===== config.mk =====
export PLATFORM = sky130hd
export DESIGN_NAME = alu_multibyte_seq
export DESIGN_NICKNAME = d
export VERILOG_FILES = /design/src/rtl/alu_multibyte_seq.sv
export SDC_FILE = /design/constraint.sdc
export NUM_CORES = 1
export LEC_CHECK = 0
export ABC_AREA = 1
export CORE_MARGIN = 2
export CORE_UTILIZATION = 34
export CTS_CLUSTER_DIAMETER = 100
export DETAILED_ROUTE_END_ITERATION = 10
export DONT_BUFFER_PORTS = 1
export GPL_TIMING_DRIVEN = 0
export HOLD_SLACK_MARGIN = 0.1
export PLACE_DENSITY = 0.48
export SLEW_MARGIN = 10
export SYNTH_ARGS = -nofsm -noshare
export SYNTH_HDL_FRONTEND = slang
export SYNTH_SLANG_ARGS = --single-unit

===== constraint.sdc =====
create_clock -name clk -period 3 [get_ports clk]
set_input_delay 0.3 -clock clk [delete_from_list [all_inputs] [get_ports clk]]
set_output_delay 0.3 -clock clk [all_outputs]
set_load 0.005 [all_outputs]

===== src/rtl/alu_multibyte_seq.sv =====
// Byte-serial sequencer for an external 8-bit ALU: walks a multi-byte operand
// through the register file one byte per cycle, chaining SC_OUT into SC_IN.
module alu_multibyte_seq #(
  parameter int         NBYTES = 2,
  parameter int         AW     = 4,
  parameter logic [2:0] OP_ADD = 3'd0,
  parameter logic [2:0] OP_RSH = 3'd1,
  parameter logic [2:0] OP_XOR = 3'd2,
  parameter logic [2:0] OP_AND = 3'd3
) (
  input  logic                         clk,
  input  logic                         reset,
  input  logic                         start,
  input  logic [2:0]                   op,
  input  logic [$clog2(NBYTES+1)-1:0]  len,
  input  logic                         cin,
  input  logic [AW-1:0]                ra_base,
  input  logic [AW-1:0]                rb_base,
  input  logic [AW-1:0]                rd_base,
  output logic [AW-1:0]                rf_addr_a,
  output logic [AW-1:0]                rf_addr_b,
  input  logic [7:0]                   rf_data_a,
  input  logic [7:0]                   rf_data_b,
  output logic                         rf_wr_en,
  output logic [AW-1:0]                rf_wr_addr,
  output logic [7:0]                   rf_wr_data,
  output logic [7:0]                   alu_a,
  output logic [7:0]                   alu_b,
  output logic [2:0]                   alu_op,
  output logic                         alu_sc_in,
  input  logic [7:0]                   alu_out,
  input  logic                         alu_sc_out,
  output logic                         busy,
  output logic                         done,
  output logic                         carry_flag,
  output logic                         zero_flag
);

  localparam int              LW  = $clog2(NBYTES + 1);
  localparam logic [LW-1:0]   ONE = LW'(1);
  localparam logic [LW-1:0]   NB  = LW'(NBYTES);

  typedef enum logic [1:0] {
    S_IDLE,
    S_RUN,
    S_DONE
  } state_t;

  state_t         state;
  state_t         state_next;

  logic [2:0]     op_q;
  logic           cin_q;
  logic [AW-1:0]  ra_q;
  logic [AW-1:0]  rb_q;
  logic [AW-1:0]  rd_q;
  logic [LW-1:0]  len_q;
  logic [LW-1:0]  k_q;
  logic           sc_q;
  logic           zacc_q;

  logic           accept;
  logic           first;
  logic           last;
  logic           is_rsh;
  logic           no_chain;
  logic [LW-1:0]  eff_len;
  logic [LW-1:0]  b;
  logic [AW-1:0]  b_addr;
  logic           byte_zero;
  logic           zero_so_far;

  // Byte index and chaining are derived from the latched request, so the
  // request inputs may change freely once the sequence has started.
  always_comb begin
    eff_len     = (len > NB) ? NB : len;
    first       = (k_q == '0);
    last        = (k_q == (len_q - ONE));
    is_rsh      = (op_q == OP_RSH);
    no_chain    = (op_q == OP_XOR) || (op_q == OP_AND);
    b           = is_rsh ? (len_q - ONE - k_q) : k_q;
    b_addr      = AW'(b);
    byte_zero   = (alu_out == 8'h00);
    zero_so_far = first ? byte_zero : (zacc_q & byte_zero);
  end

  always_comb begin
    rf_addr_a  = ra_q + b_addr;
    rf_addr_b  = rb_q + b_addr;
    rf_wr_addr = rd_q + b_addr;
    rf_wr_data = alu_out;
    alu_a      = rf_data_a;
    alu_b      = rf_data_b;
    alu_op     = op_q;
    alu_sc_in  = no_chain ? 1'b0 : (first ? cin_q : sc_q);
  end

  always_ff @(posedge clk) begin
    if (reset) begin
      state <= S_IDLE;
    end else begin
      state <= state_next;
    end
  end

  always_comb begin
    state_next = state;
    accept     = 1'b0;
    busy       = 1'b0;
    done       = 1'b0;
    rf_wr_en   = 1'b0;
    case (state)
      S_IDLE: begin
        if (start && (len != '0)) begin
          accept     = 1'b1;
          state_next = S_RUN;
        end
      end
      S_RUN: begin
        busy     = 1'b1;
        rf_wr_en = !reset;
        if (last) begin
          state_next = S_DONE;
        end
      end
      S_DONE: begin
        busy       = 1'b1;
        done       = 1'b1;
        state_next = S_IDLE;
      end
      default: begin
        state_next = S_IDLE;
      end
    endcase
  end

  // Request latch, byte counter, carry chain and flag accumulation.
  always_ff @(posedge clk) begin
    if (reset) begin
      op_q       <= '0;
      cin_q      <= 1'b0;
      ra_q       <= '0;
      rb_q       <= '0;
      rd_q       <= '0;
      len_q      <= '0;
      k_q        <= '0;
      sc_q       <= 1'b0;
      zacc_q     <= 1'b0;
      carry_flag <= 1'b0;
      zero_flag  <= 1'b0;
    end else if (accept) begin
      op_q  <= op;
      cin_q <= cin;
      ra_q  <= ra_base;
      rb_q  <= rb_base;
      rd_q  <= rd_base;
      len_q <= eff_len;
      k_q   <= '0;
    end else if (state == S_RUN) begin
      sc_q   <= alu_sc_out;
      zacc_q <= zero_so_far;
      if (last) begin
        k_q        <= '0;
        carry_flag <= alu_sc_out;
        zero_flag  <= zero_so_far;
      end else begin
        k_q <= k_q + ONE;
      end
    end
  end

endmodule


Word level (Yosys, flattened, before mapping)
Index checks and enable logic that the tools add are counted.
{"block": "totals", "in_bits": 46, "reg_bits": 26, "output_inout_bits": 45, "elab_cells": 55}
{"block": "op_classes", "bitwise": 2, "muxes": 14, "addsub": 6, "order_cmp": 1, "eq_ne": 8, "reduce_logical": 12}
{"cell": "$add 4x2->4", "n": 3}
{"cell": "$mux 2", "n": 5}
{"cell": "$logic_not 8->1", "n": 1}
{"cell": "$mux 1", "n": 8}
{"cell": "$eq 3x2->1 const B", "n": 2}
{"cell": "$logic_not 2->1", "n": 2}
{"cell": "$ne 2x2->1 const B", "n": 2}
{"cell": "$pmux 2 s2", "n": 1}
{"cell": "$reduce_and 2->1", "n": 2}
{"cell": "$reduce_or 2->1", "n": 2}
{"cell": "$eq 3x1->1 const B", "n": 1}
{"cell": "$reduce_and 3->1", "n": 1}
{"cell": "$add 2x1->2 const B", "n": 1}
{"cell": "$eq 2x1->1 const B", "n": 1}
{"cell": "$eq 2x2->1", "n": 1}
{"cell": "$eq 2x2->1 const B", "n": 1}
{"cell": "$gt 2x2->1 const B", "n": 1}
{"cell": "$reduce_bool 2->1", "n": 1}
{"cell": "$sub 2x1->2 const B", "n": 1}
{"cell": "$sub 2x2->2", "n": 1}
{"cell": "$and 1x1->1", "n": 1}
{"cell": "$logic_and 1x1->1", "n": 1}
{"cell": "$logic_not 1->1", "n": 1}
{"cell": "$logic_or 1x1->1", "n": 1}
{"cell": "$not 1->1", "n": 1}

Logic depth before layout (Yosys ltp)
Gate-level depths: netlist (run 1).
{"block": "depth", "word_depth": 6, "ltp_mapped": 13, "depth_no_buf": 13}

Least setup slack after synthesis (run 1)
OpenSTA, ideal clock, no wires.
{"block": "synth_timing", "path_kind": "register to output", "start": "register len_q[0]", "end": "output port rf_addr_a[2]", "slack_ps": 999, "path_buffers": 0, "arrival_ps": 1701, "t_required_ps": 2700, "path_stages_with_launch": 9, "cell_sequence": "dfxtp_1 -> ha_1 -> inv_1 -> nand2_1 -> o21ai_0 -> ha_1 -> inv_1 -> fa_1 -> xnor2_1"}
{"block": "synth_between", "elab_chain_cells": 4}
{"element": "start, declared", "line_no": "57", "text": "logic [LW-1:0] len_q;"}
{"element": "start signal, assigned", "line_no": "157", "text": "len_q <= eff_len;"}
{"element": "$sub 2x1->2", "line_no": "81", "text": "b = is_rsh ? (len_q - ONE - k_q) : k_q;"}
{"element": "$sub 2x2->2", "line_no": "81"}
{"element": "$mux 2", "line_no": "81"}
{"element": "$add 4x2->4", "line_no": "88", "text": "rf_addr_a = ra_q + b_addr;"}
{"element": "end, declared", "line_no": "20", "text": "output logic [AW-1:0] rf_addr_a,"}
Every way passes these cells.

Final worst setup path (run 1)
{"block": "layout_timing", "start": "register op_q[2], in the netlist alu_op[2]", "end": "output port rf_addr_a[2]"}
{"block": "layout_between", "elab_chain_cells": 3}
{"element": "start, declared", "line_no": "52", "text": "logic [2:0] op_q;"}
{"element": "start signal, assigned", "line_no": "152", "text": "op_q <= op;"}
{"element": "$eq 3x1->1", "line_no": "79", "text": "is_rsh = (op_q == OP_RSH);"}
{"element": "$mux 2", "line_no": "81"}
{"element": "$add 4x2->4", "line_no": "88"}
Every way passes these cells.

==> reports/metrics.csv, run 1 <==
stage,metric,value,unit
floorplanning,die_w,73.14,um
sta,max_freq,402.7,MHz
place,placed_cell_area,1693,um^2
yosys,syn_inst,205,
floorplanning,boundaryPins,91,
worst_setup_path,critPathRequiredTime,2.70,ns
min_path,min_from,alu_sc_out,
clocking,numCtsBuffers,3,
clocking,clkSinkCount,26,
final_layout,final_common_cell,nand2_1,
place,place_ws,0.8168,ns
global_route,grt_usage,12.84,%
floorplanning,core_area,4661,um^2
worst_setup_path,r2r_end,len_q[1]$_SDFFE_PP0P_,
min_path,hp-class,in2reg,
place,numPortBuffers,0,
yosys,synthFlopType,dfxtp_1,
global_route,antenna_found_initial,0,
worst_setup_path,r2r-start,state[0]$_SDFFE_PP0P_,
yosys,synth_warnings,0,
worst_setup_path,r2r_cells,6,
final_layout,fin_nets,270,
sta,skew,0.004723,ns
min_path,hold-path-cell-count,2,
drt,vias_per_cell,4.654,
clocking,path_clk_slew,0.10,ns
global_route,overflow,0,
yosys,syn_avg_cell_area,7.928,um^2
clocking,cts_resized,0,
drt,drt-total-wl,3.430,mm
global_route,grt_pass1_wl,5.333,mm
final_layout,fillers,505,
floorplanning,rows,25,
sta,timing.final.crit_share,82.77,%
clocking,clk_latency,0.27,ns
drt,detail_route.first_pass.iterations,4,
worst_setup_path,slowest_delay,0.38,ns
pwr,switching_share,27.33,%
sta,setup_tns,0,ns
place,place.gp.congestion,0.7330,
drt,drtAntennaViolNets,0,
yosys,ys_seq_area_share,32.02,%
worst_setup_path,endpoint_kind,output port,
final_layout,drive_gt1_share,25.36,%
drt,vias,1224,
final_layout,n_antenna_cell,0,
clocking,clk_path_buf_depth,2,
drt,drc,0,
worst_setup_path,startpoint_type,flip-flop,
worst_setup_path,crit_slowest_cell,dfxtp_1,
sta,rsz0062_at_grt,no,
yosys,synth_edf_count,0,
sta,min_period,2.483,ns
pwr,p_leak,0.7931,nW
sta,finalHoldViolCount,0,
worst_setup_path,path_class,reg2out,
yosys,synth_cell_types,29,
run_status,outcome,completed,
pwr,vdd_drop_max,283.3,uV
final_layout,layout_common_cells,"nand2_1, dfxtp_1, a21oi_1, buf_4, inv_1",
clocking,htree_levels,1,
floorplanning,fp.dieH,73.14,um
sta,setup_slack,0.5168,ns
floorplanning,die_area,5349,um^2
flow_run,cap_violations,0,
yosys,synth_seq_cells,26,
pwr,switchingPower,0.0002345,W
sta,finalMaxSlewViolations,0,
place,place_hpwl,2.736,mm
yosys,yosysTopAreaCellShare,32.02,%
drt,wl_per_cell,13.04,um
yosys,syn_area,1625,um^2
pwr,p_per_area,486.3,nW/um^2
yosys,mappedNetlistNets,265,
yosys,ys_async_sr_fraction,0,%
yosys,yosysTopAreaCell,dfxtp_1,
worst_setup_path,cp.arrival,2.18,ns
global_route,grt_max_degree,16,
pwr,p_seq_share,45.0,%
worst_setup_path,r2r_slack,1.67,ns
global_route,grt_pass1_vias,1166,
clocking,cts_root_buffer,clkbuf_8,
worst_setup_path,cp_cell_sequence,nor3_1 > nand2_1 > o21ai_0 > ha_1 > inv_1 > fa_1 > xnor2_1,
worst_setup_path,crit_fanout,4,
final_layout,final_cell_area,1764,um^2
final_layout,area_delta_synth_final,8.545,%
pwr,internal_power,0.0006235,W
sta,relSlewSlack,65.41,%
clocking,cts_setup_buffers,0,
sta,worst_slew_pin_slew,0.5189,ns
min_path,hold_end,sc_q$_SDFFE_PP0P_,
sta,finalSetupViolCount,0,
floorplanning,start_util,34.87,%
clocking,cts-hold-fix-buffers,0,
pwr,pwr-share-clk,34.3,%
pwr,pwr-share-comb,20.7,%
yosys,ys_top_cells_by_area,"dfxtp_1, buf_4, nand2_1",
clocking,cts_tree,done,
drt,drtIter0Drc,16,
## critical path, delay by kind of cell, from the launching register on
family,cells,cell delay [ns]
AND/OR/NAND/NOR,2,0.45
buffers and inverters,1,0.06
XOR/XNOR,1,0.19
flip-flops,1,0.38
adder cells (fa/ha/maj),2,0.63
AO/OA/AOI/OAI,1,0.20
## cell usage after synthesis, types with 2 or more instances
| master | instances |
|---|---|
| nand2_1 | 38 |
| dfxtp_1 | 26 |
| a21oi_1 | 24 |
| buf_4 | 24 |
| inv_1 | 18 |
| ha_1 | 11 |
| nor2_1 | 11 |
| o21ai_0 | 9 |
| inv_2 | 5 |
| xor2_1 | 5 |
| nand2_2 | 4 |
| a21oi_2 | 3 |
| fa_1 | 3 |
| buf_2 | 2 |
| buf_6 | 2 |
| nand3_4 | 2 |
| o211ai_1 | 2 |
| o21ai_1 | 2 |
| o22ai_1 | 2 |
| or2_2 | 2 |
| xnor2_1 | 2 |
## state kept, by name, indices dropped and copies added, names as in the netlist, 2 cells and up
| register | flops |
|---|---|
| alu_op | 3 |
| k_q | 2 |
| len_q | 2 |
| ra_q | 4 |
| rb_q | 4 |
| rd_q | 4 |
| state | 2 |
## logic make-up (layout without fill, tap and decap cells)
logic type	after synthesis	count (layout)	share of synthesized area, %
simple gates	64	64	19.32
flops	26	26	32.02
buf+inv	52	56	18.63
xor+xnor	7	7	3.772
fa+ha+maj	14	14	12.16
compound gates	42	42	14.09
## worst max path at each step
stage / from / to / slack, ns
final: alu_op[2]$_SDFFE_PP0P_ / rf_addr_a[2] / 0.52
after global routing: alu_op[0]$_SDFFE_PP0P_ / rf_addr_a[2] / 0.21
after CTS: alu_op[2]$_SDFFE_PP0P_ / rf_addr_a[2] / 0.49
after detailed placement: alu_op[2]$_SDFFE_PP0P_ / rf_addr_a[2] / 0.82
after global placement: alu_op[2]$_SDFFE_PP0P_ / rf_addr_a[2] / 0.80
after floorplan: len_q[0]$_SDFFE_PP0P_ / rf_addr_a[2] / 1.0
## routing by layer
metal / wire length [um] / vias up / global-route usage, %
li1: - / 635 / -
met1: 1546 / 543 / 16.69
met2: 1599 / 44 / 21.32
met3: 259 / 2 / 4.006
met4: 25 / 0 / 1.852
met5: 0 / - / 0
## power by group through the flow
stage / sequential, W / clock [W] / combinational (W)
floorplan: 0.000390 / 0 / 0.000149
CTS: 0.000386 / 0.000308 / 0.000183
detailed placement: 0.000394 / 0 / 0.000182
global placement: 0.000394 / 0 / 0.000181
finish: 0.000386 / 0.000294 / 0.000178
global route: 0.000390 / 0.000318 / 0.000203
## per-stage QoR
| stage | instances | util [%] | hold slack (ns) | total power (W) |
|---|---|---|---|---|
| final | 263 | 37.85 | 0.1557 | 0.0008580 |
| after global routing | 263 | 37.85 | 0.1497 | 0.0009109 |
| after CTS | 263 | 37.85 | 0.1443 | 0.0008764 |
| after detailed placement | 259 | 36.32 | 0.4500 | 0.0005766 |
| after global placement | 259 | 36.32 | 0.4456 | 0.0005753 |
| after floorplan | 205 | - | 0.4291 | 0.0005387 |
## final cells by class
type | instances | area [um^2] | share of cell area (%)
Multi-Input combinational cell | 127 | 802.0 | 45.46
Sequential cell | 26 | 520.5 | 29.50
Buffer | 29 | 216.5 | 12.27
Inverter | 23 | 86.33 | 4.894
Tap cell | 54 | 67.56 | 3.830
Clock buffer | 3 | 41.29 | 2.340
Clock inverter | 1 | 30.03 | 1.702
No activity file was read; power rests on OpenSTA's default activity.
==> inputs of run 2 (changes only) <==
==> constraint.sdc (replaced) <==
create_clock -name clk -period 2.5 [get_ports clk]
set_input_delay 0.25 -clock clk [delete_from_list [all_inputs] [get_ports clk]]
set_output_delay 0.25 -clock clk [all_outputs]
set_load 0.005 [all_outputs]
==> reports/metrics.csv, run 2 (synthesis gave the netlist of run 1 again) <==
stage,metric,value,unit
clocking,numCtsBuffers,3,
final_layout,fin_cells,265,
final_layout,multiInputGateArea,813.3,um^2
clocking,htree_levels,1,
flow_run,cap_violations,0,
clocking,cts_setup_buffers,0,
global_route,grt_max_degree,16,
floorplanning,die_area,5349,um^2
sta,finalSetupViolCount,0,
final_layout,drive_gt1_share,27.96,%
drt,detail_route.first_pass.iterations,4,
sta,max_freq,431.1,MHz
clocking,cts_root_buffer,clkbuf_8,
global_route,grt_pass1_wl,5.361,mm
final_layout,n_antenna_cell,0,
place,numPortBuffers,0,
drt,vias,1248,
final_layout,final_common_cell,nand2_1,
floorplanning,fp.dieH,73.14,um
floorplanning,rows,25,
drt,drtAntennaViolNets,0,
drt,wl_per_cell,13.05,um
place,place_ws,0.3668,ns
worst_setup_path,path_class,reg2out,
clocking,clkSinkCount,26,
sta,min_period,2.320,ns
sta,setup_slack,0.1802,ns
sta,worst_slew_pin_slew,0.5186,ns
pwr,vdd_drop_max,341.1,uV
worst_setup_path,endpoint_kind,output port,
global_route,grt_pass1_vias,1173,
final_layout,largestRegisters,"ra_q x4, rb_q x4, rd_q x4",
place,dp_cells,259,
global_route,overflow,0,
worst_setup_path,crit_fanout,5,
clocking,cts_tree,done,
worst_setup_path,startpoint_type,flip-flop,
place,place_hpwl,2.736,mm
pwr,p_leak,0.8083,nW
clocking,clk_latency,0.27,ns
place,place.gp.congestion,0.7330,
sta,finalMaxSlewViolations,0,
worst_setup_path,cp.arrival,2.07,ns
run_status,outcome,completed,
floorplanning,die_w,73.14,um
worst_setup_path,critPathRequiredTime,2.25,ns
clocking,clk_path_buf_depth,2,
sta,finalHoldViolCount,0,
pwr,p_per_area,574.9,nW/um^2
global_route,antenna_found_initial,0,
worst_setup_path,r2r-start,state[0]$_SDFFE_PP0P_,
sta,skew,0.003971,ns
sta,setup_tns,0,ns
drt,drc,0,
min_path,min_from,rd_base[3],
drt,vias_per_cell,4.709,
floorplanning,start_util,34.87,%
final_layout,area_delta_synth_final,10.85,%
floorplanning,boundaryPins,91,
final_layout,fillers,508,
global_route,grt_usage,12.90,%
min_path,hp-class,in2reg,
clocking,path_clk_slew,0.10,ns
final_layout,regArea,526.8,um^2
worst_setup_path,crit_start,len_q[1]$_SDFFE_PP0P_,
sta,timing.final.crit_share,92.79,%
drt,drtIter0Drc,19,
sta,rsz0062_at_grt,no,
final_layout,layout_common_cells,"nand2_1, a21oi_1, buf_4, dfxtp_1, inv_1",
floorplanning,core_area,4661,um^2
final_layout,fin_nets,272,
sta,relSlewSlack,65.42,%
drt,drt-total-wl,3.457,mm
run 2: cell types whose count changed in the layout (fill, tap and decap cells not counted), sizes merged:
cell	before	now
dlygate4sd3	0	2
run 2: cell type report:
type                    count  share of cell area [%]
multi-input cells         127                   45.14
repair buffers              2                   1.111
flip-flops and latches     26                   29.24
plain buffers              29                   12.01
clock buffers               3                   2.292
well taps                  54                   3.750
inverters                  23                   4.792
clock inverters             1                   1.667
run 2: final timing paths:
check / end / slack (ns) / depth (start not counted)
hold reg to reg: cin_q$_SDFFE_PP0P_ / 0.46 / 2
setup / recovery: rf_addr_a[3] / 0.18 / 13
hold / removal: rd_q[3]$_SDFFE_PP0P_ / 0.11 / 2
setup reg to reg: len_q[1]$_SDFFE_PP0P_ / 1.17 / 6
run 2: power by group:
group	leakage, nW	switching, W	internal [W]
Combinational	0.558	0.000124	0.0000952
Sequential	0.215	0.0000210	0.000442
Clock	0.0357	0.000140	0.000214
run 2: critical path: stages, from the launching register on:
cell and delay, ns:
dfxtp_2 0.34, inv_1 0.05, nand2_1 0.10, nand2_2 0.08, nand2_4 0.07, nand2_1 0.06
xnor2_1 0.13, nand2_1 0.08, nand2_2 0.10, inv_2 0.08, ha_1 0.28, a21oi_1 0.06
nor2_1 0.16, xor2_1 0.23
run 2: routing by layer:
metal / share of wire (%) / up-vias / track usage (%)
met4: 0.72 / 0 / 1.852
met5: 0 / - / 0
met2: 47 / 44 / 21.52
met1: 45 / 560 / 16.69
met3: 7.5 / 2 / 4.006
li1: - / 642 / -
run 2: metrics by stage:
step                cell area [um^2]  total power [W]  hold slack (ns)  util, %
floorplan                       1625        0.0006464           0.3905        -
global placement                1693        0.0006904           0.3996    36.32
detailed placement              1693        0.0006919           0.4001    36.32
CTS                             1774         0.001053           0.1002    38.07
global route                    1802         0.001098           0.1027    38.66
finish                          1802         0.001036           0.1123    38.66
run 2: what timing repair did:
item,in CTS,in global routing
resized for setup,0,8
endpoints found under the setup margin,0,9
endpoints found under the hold margin,1,1
hold buffers,1,1
==> patch 1 (flow settings as in run 1) <==
`AW`: 4 -> 3.
--- a/src/rtl/alu_multibyte_seq.sv
+++ b/src/rtl/alu_multibyte_seq.sv
@@ -4,3 +4,3 @@
   parameter int         NBYTES = 2,
-  parameter int         AW     = 4,
+  parameter int         AW     = 3,
   parameter logic [2:0] OP_ADD = 3'd0,
Interface: changed (6 resized); port bits go from 91 to 85. The function was not compared with the original's and may differ.
==> patch 1 against run 1 <==
Final area decreased by 13%. Sequential cell count fell by 3. Critical endpoint is now rf_wr_addr[2]. Synthesized area down 12%. Clock skew shrank 0.00093 ns. Hold slack better by 0.016 ns. Wire length is 11% lower. Critical path type unchanged. Die area fell by 11%. Setup slack got worse by 0.20 ns.
Power is not compared: it rests on default switching activity, and its combinational part moved more than twofold at a synthesized area within 25%.
==> patch 1: results (changes against run 1) <==
DR iter-0 viols=27 (+11); uppermost routed layer=met4; number of global-route vias before repair=990 (-15%); Netlist cell types=24 (-17%); initial antenna violation count=0 (unchanged); DP Worst Slack=0.579 ns (-0.238 ns); CTS Root Cell=clkbuf_8; reg2reg start=state[0]; Worst Path Arrival=2.39 ns (+0.21 ns); Ant. Diodes=0 (unchanged); top post-synthesis cells by count=nand2_1, buf_4, inv_1; Fin Hold WS=0.172 ns (+0.0160 ns); Max VDD drop=~270 uV; pin count of the biggest net entering global routing=14 (-2); Filler cells=435 (-14%); HP Start=rb_base[1]; cts bufs inserted=3 (unchanged); CP Max Fanout=3 (-1); Buffers on Ports=0 (unchanged); final wirelength=3.06 mm (-11%); Hold Path End=rb_q[1]; via count=1146 (-6.4%); WL per Instance=12.7 um (-2.7%); status=finished, final reports clean; clock-pin transition on the worst setup and hold timing paths=0.08 ns (-0.02 ns); fin nets=248 (-8.1%); clock buffer depth=2 (unchanged); Placer Congestion=0.738 (+0.61%); M2 GR Usage=21.6% (+0.31 points); placed cells=237 (-8.5%); crit path to=rf_wr_addr[2]; Post-Route Skew=0.00380 ns (-0.000925 ns); Cells after Synth=187 (-8.8%); CP max stage delay=0.42 ns (+0.04 ns); Worst path slowest cell=o21ai_0; share of cells above drive strength 1=21.5% (-3.9 points); first-pass GRT wire length=4.51 mm (-15%); Worst Setup SP=alu_op[0]; Reg2Reg Depth=6 (unchanged); delay-heaviest family, CP=adder cells; GRT Overall Usage=13.0% (+0.18 points); Final HPWL DP=2.53 mm (-7.4%); dpl cell area=1490 sq um (-12%); postcts setup bufs=0 (unchanged); Sw Share=roughly two fifths; Worst-Margin Slew=0.485 ns (-0.0342 ns); R2R Setup Slk=roughly 1.7 ns; largest cells by area after synthesis=dfxtp_1, buf_4, nand2_1; Synth Warn #=0 (unchanged); metal2 WL=1.47 mm (-7.9%); post-synthesis sequential area ratio=32.2% (+0.14 points); # H-tree levels=1 (unchanged); met1 usage=16.6% (-0.061 points); met3 wire length=270 um (+4.2%); setup ws final=0.313 ns (-0.204 ns); drt pass-1 iters=4 (unchanged); DRT met1 WL=1.28 mm (-17%); met3 Use GR=1.95% (-2.1 points); worst reg2reg path endpoint=len_q[0]
## patch 1: cell count changes in the layout (fill, tap and decap cells not counted), moves of 3 or more
cell,run 1,this run
a21oi_2,3,0
dfxtp_1,26,23
inv_2,5,2
nand2_1,38,35
a21oi_1,24,20
inv_1,18,24
xor2_1,5,1
nand3_1,1,4
## patch 1: cell type report
class	count	area, sq um	area share, %
sequential	23	460	29.9
tap	50	62.6	4.06
inverter	26	97.6	6.34
multi-input combinational	110	671	43.5
clock inverter	1	5.00	0.325
buffer	28	203	13.2
clock buffer	3	41.3	2.68
## patch 1: cell families (layout without fill, tap and decap cells)
group                    count (synthesis)  in the layout  synth area share [%]
AND/OR/NAND/NOR                         61             61                  19.7
buffers and inverters                   54             58                  21.0
AO/OA/AOI/OAI                           33             33                  12.4
flip-flops                              23             23                  32.2
adder cells (fa/ha/maj)                 13             13                  12.9
XOR/XNOR                                 3              3                  1.84
==> patch 2 (flow settings as in run 1) <==
Made on the original files. Re-encode `state_t` (3 states) as one-hot, 3 bits wide.
--- a/src/rtl/alu_multibyte_seq.sv
+++ b/src/rtl/alu_multibyte_seq.sv
@@ -42,6 +42,6 @@
 
-  typedef enum logic [1:0] {
-    S_IDLE,
-    S_RUN,
-    S_DONE
+  typedef enum logic [2:0] {
+    S_IDLE = 3'b001,
+    S_RUN  = 3'b010,
+    S_DONE = 3'b100
   } state_t;
Formal check against the unedited RTL: same outputs for any inputs over 10 cycles, from zero or initial values and one cycle with reset high; not proved beyond that.
==> patch 2 against run 1 <==
Maximum frequency fell by 7.5%. Highest routed layer unchanged. Final area rose by 3.4%. Critical path type unchanged. Critical path depth did not move. Sequential cell count rose by 1. Setup slack got worse by 0.20 ns. Synthesized area rose by 3.7%. Wire length rose by 3.7%. Clock skew rose by 0.00092 ns. Cell count rose by 9.5%. Power fell by 4.8%.
==> patch 2: results (changes against run 1) <==
status=finished, final reports clean; clock-pin transition on the worst setup and hold timing paths=0.10 ns (about the same); reg2reg start=k_q[1]; Post-Route Skew=0.00564 ns (+0.000918 ns); Synth top area share=32.1% (+0.047 points); multiplexer share of the synthesized area=0.594% (+0.59 points); largest cells by area after synthesis=dfxtp_1, buf_4, nand2_1; Worst Setup Start Kind=register; Top FF cell, synth=dfxtp_1; Worst-Margin Slew=0.503 ns (-0.0159 ns); crit path to=rf_addr_a[2]; met1 usage=16.9% (+0.16 points); Worst Path Arrival=2.38 ns (+0.20 ns); Netlist cell types=32 (+10%); Max VDD drop=215 uV (-24%); Final HPWL DP=2.83 mm (+3.3%); Overflow after GRT=0 (unchanged); area fraction in compound gates after synthesis=12.5% (-1.5 points); Reg2Reg Depth=8 (+2); M2 GR Usage=20.8% (-0.48 points); pin count of the biggest net entering global routing=15 (-1); DR iter-0 viols=52 (+36); postcts setup bufs=0 (unchanged); Cells after Synth=216 (+5.4%); CP Max Fanout=3 (-1); via count=1294 (+5.7%); Leak Pwr=0.000866 uW (+9.2%); syn_nets=273 (+3.0%); post-synthesis sequential area ratio=32.1% (+0.047 points); post-synthesis xor/xnor area fraction=3.12% (-0.65 points); met3 Use GR=3.66% (-0.35 points); first-pass GRT wire length=5.48 mm (+2.7%); clock buffer depth=2 (unchanged); Hold Path Class=in2reg; share of cells above drive strength 1=29.0% (+3.6 points); Worst Setup SP=alu_op[0]; CP max stage delay=0.44 ns (+0.06 ns); DP Worst Slack=0.588 ns (-0.228 ns); Ant. Diodes=0 (unchanged); drt pass-1 iters=4 (unchanged); GRT Overall Usage=13.2% (+0.38 points); top post-synthesis cells by count=nand2_1, dfxtp_1, buf_4; Switching Power=251 uW (+6.8%); GRT Max-Usage Layer=met2; cts bufs inserted=3 (unchanged); via/cell ratio=4.49 (-3.5%); fin nets=279 (+3.3%); worst reg2reg path endpoint=zero_flag; fmax=373 MHz (-7.5%); adder-cell share of the synthesized area=9.50% (-2.7 points); Worst path slowest cell=mux2i_1; # H-tree levels=1 (unchanged); Placer Congestion=0.801 (+9.2%); R2R Setup Slk=1.76 ns (+0.09 ns); number of global-route vias before repair=1199 (+2.8%); final wirelength=3.56 mm (+3.7%)
==> patch 2: cell count changes after synthesis, sizes merged, moves of 2 or more <==
| cell | delta |
|---|---|
| o21ai | +9 |
| ha | -3 |
| a21oi | -19 |
| buf | -2 |
| nand3 | +8 |
| clkbuf | +2 |
| inv | +3 |
| nor2 | +23 |
| nand2 | -13 |
==> patch 2: cell type report <==
cell class | instances | area [sq um]
repair buffers | 1 | 10.0
inverters | 26 | 100
plain buffers | 29 | 221
flip-flops and latches | 27 | 541
well taps | 67 | 83.8
clock buffers | 4 | 45.0
fillers | 534 | 2930
multi-input cells | 134 | 823
==> patch 2: power groups by stage <==
stage / sequential, uW / combinational, uW / clock (uW)
2_1_floorplan: 415 / 160 / 0
3_3_place_gp: 420 / 194 / 0
3_5_place_dp: 420 / 195 / 0
4_1_cts: 411 / 197 / 220
5_1_grt: 416 / 220 / 236
6_report: 411 / 192 / 214
==> patch 2: logic make-up after synthesis <==
family / after synthesis
flops: 27
fa+ha+maj: 11
mux: 1
simple gates: 83
xor+xnor: 6
compound gates: 33
buf+inv: 55
==> patch 2: how the worst min path moves through the flow <==
stage          slack, ns  depth (start not counted)  startpoint  endpoint
3_5_place_dp        0.37                          1       reset  state[1]
6_report            0.13                          1       reset  len_q[0]
5_1_grt             0.11                          1       reset  len_q[0]
2_1_floorplan       0.36                          1       reset  state[1]
4_1_cts             0.12                          1       reset  len_q[0]
3_3_place_gp        0.37                          1       reset  state[1]
==> patch 2: routing by layer <==
metal / up-vias / wire [um]
met4: 0 / 59
met5: - / 0
met2: 48 / 1630
met3: 4 / 273
met1: 570 / 1590
li1: 672 / -
==> patch 2: timing repair <==
item | CTS | global route
hold endpoints to repair | 2 | 0
gates resized for setup | 0 | 0
hold buffers | 1 | 0
==> patch 2: worst max-delay path: cells and delay by family (launching register included) <==
kind | cells | cell delay [ns]
XOR/XNOR | 1 | 0.20
adder cells (fa/ha/maj) | 2 | 0.61
flip-flops | 1 | 0.37
multiplexers | 1 | 0.44
AND/OR/NAND/NOR | 1 | 0.35
buffers and inverters | 2 | 0.13
==> patch 2: stage by stage <==
stage,total power (uW),hold slack [ns],instance area [sq um],util (%)
2_1_floorplan,574,0.362,1690,-
3_3_place_gp,614,0.367,1770,37.2
6_report,817,0.129,1820,38.4
4_1_cts,828,0.122,1820,38.4
5_1_grt,872,0.110,1820,38.4
3_5_place_dp,614,0.366,1770,37.2
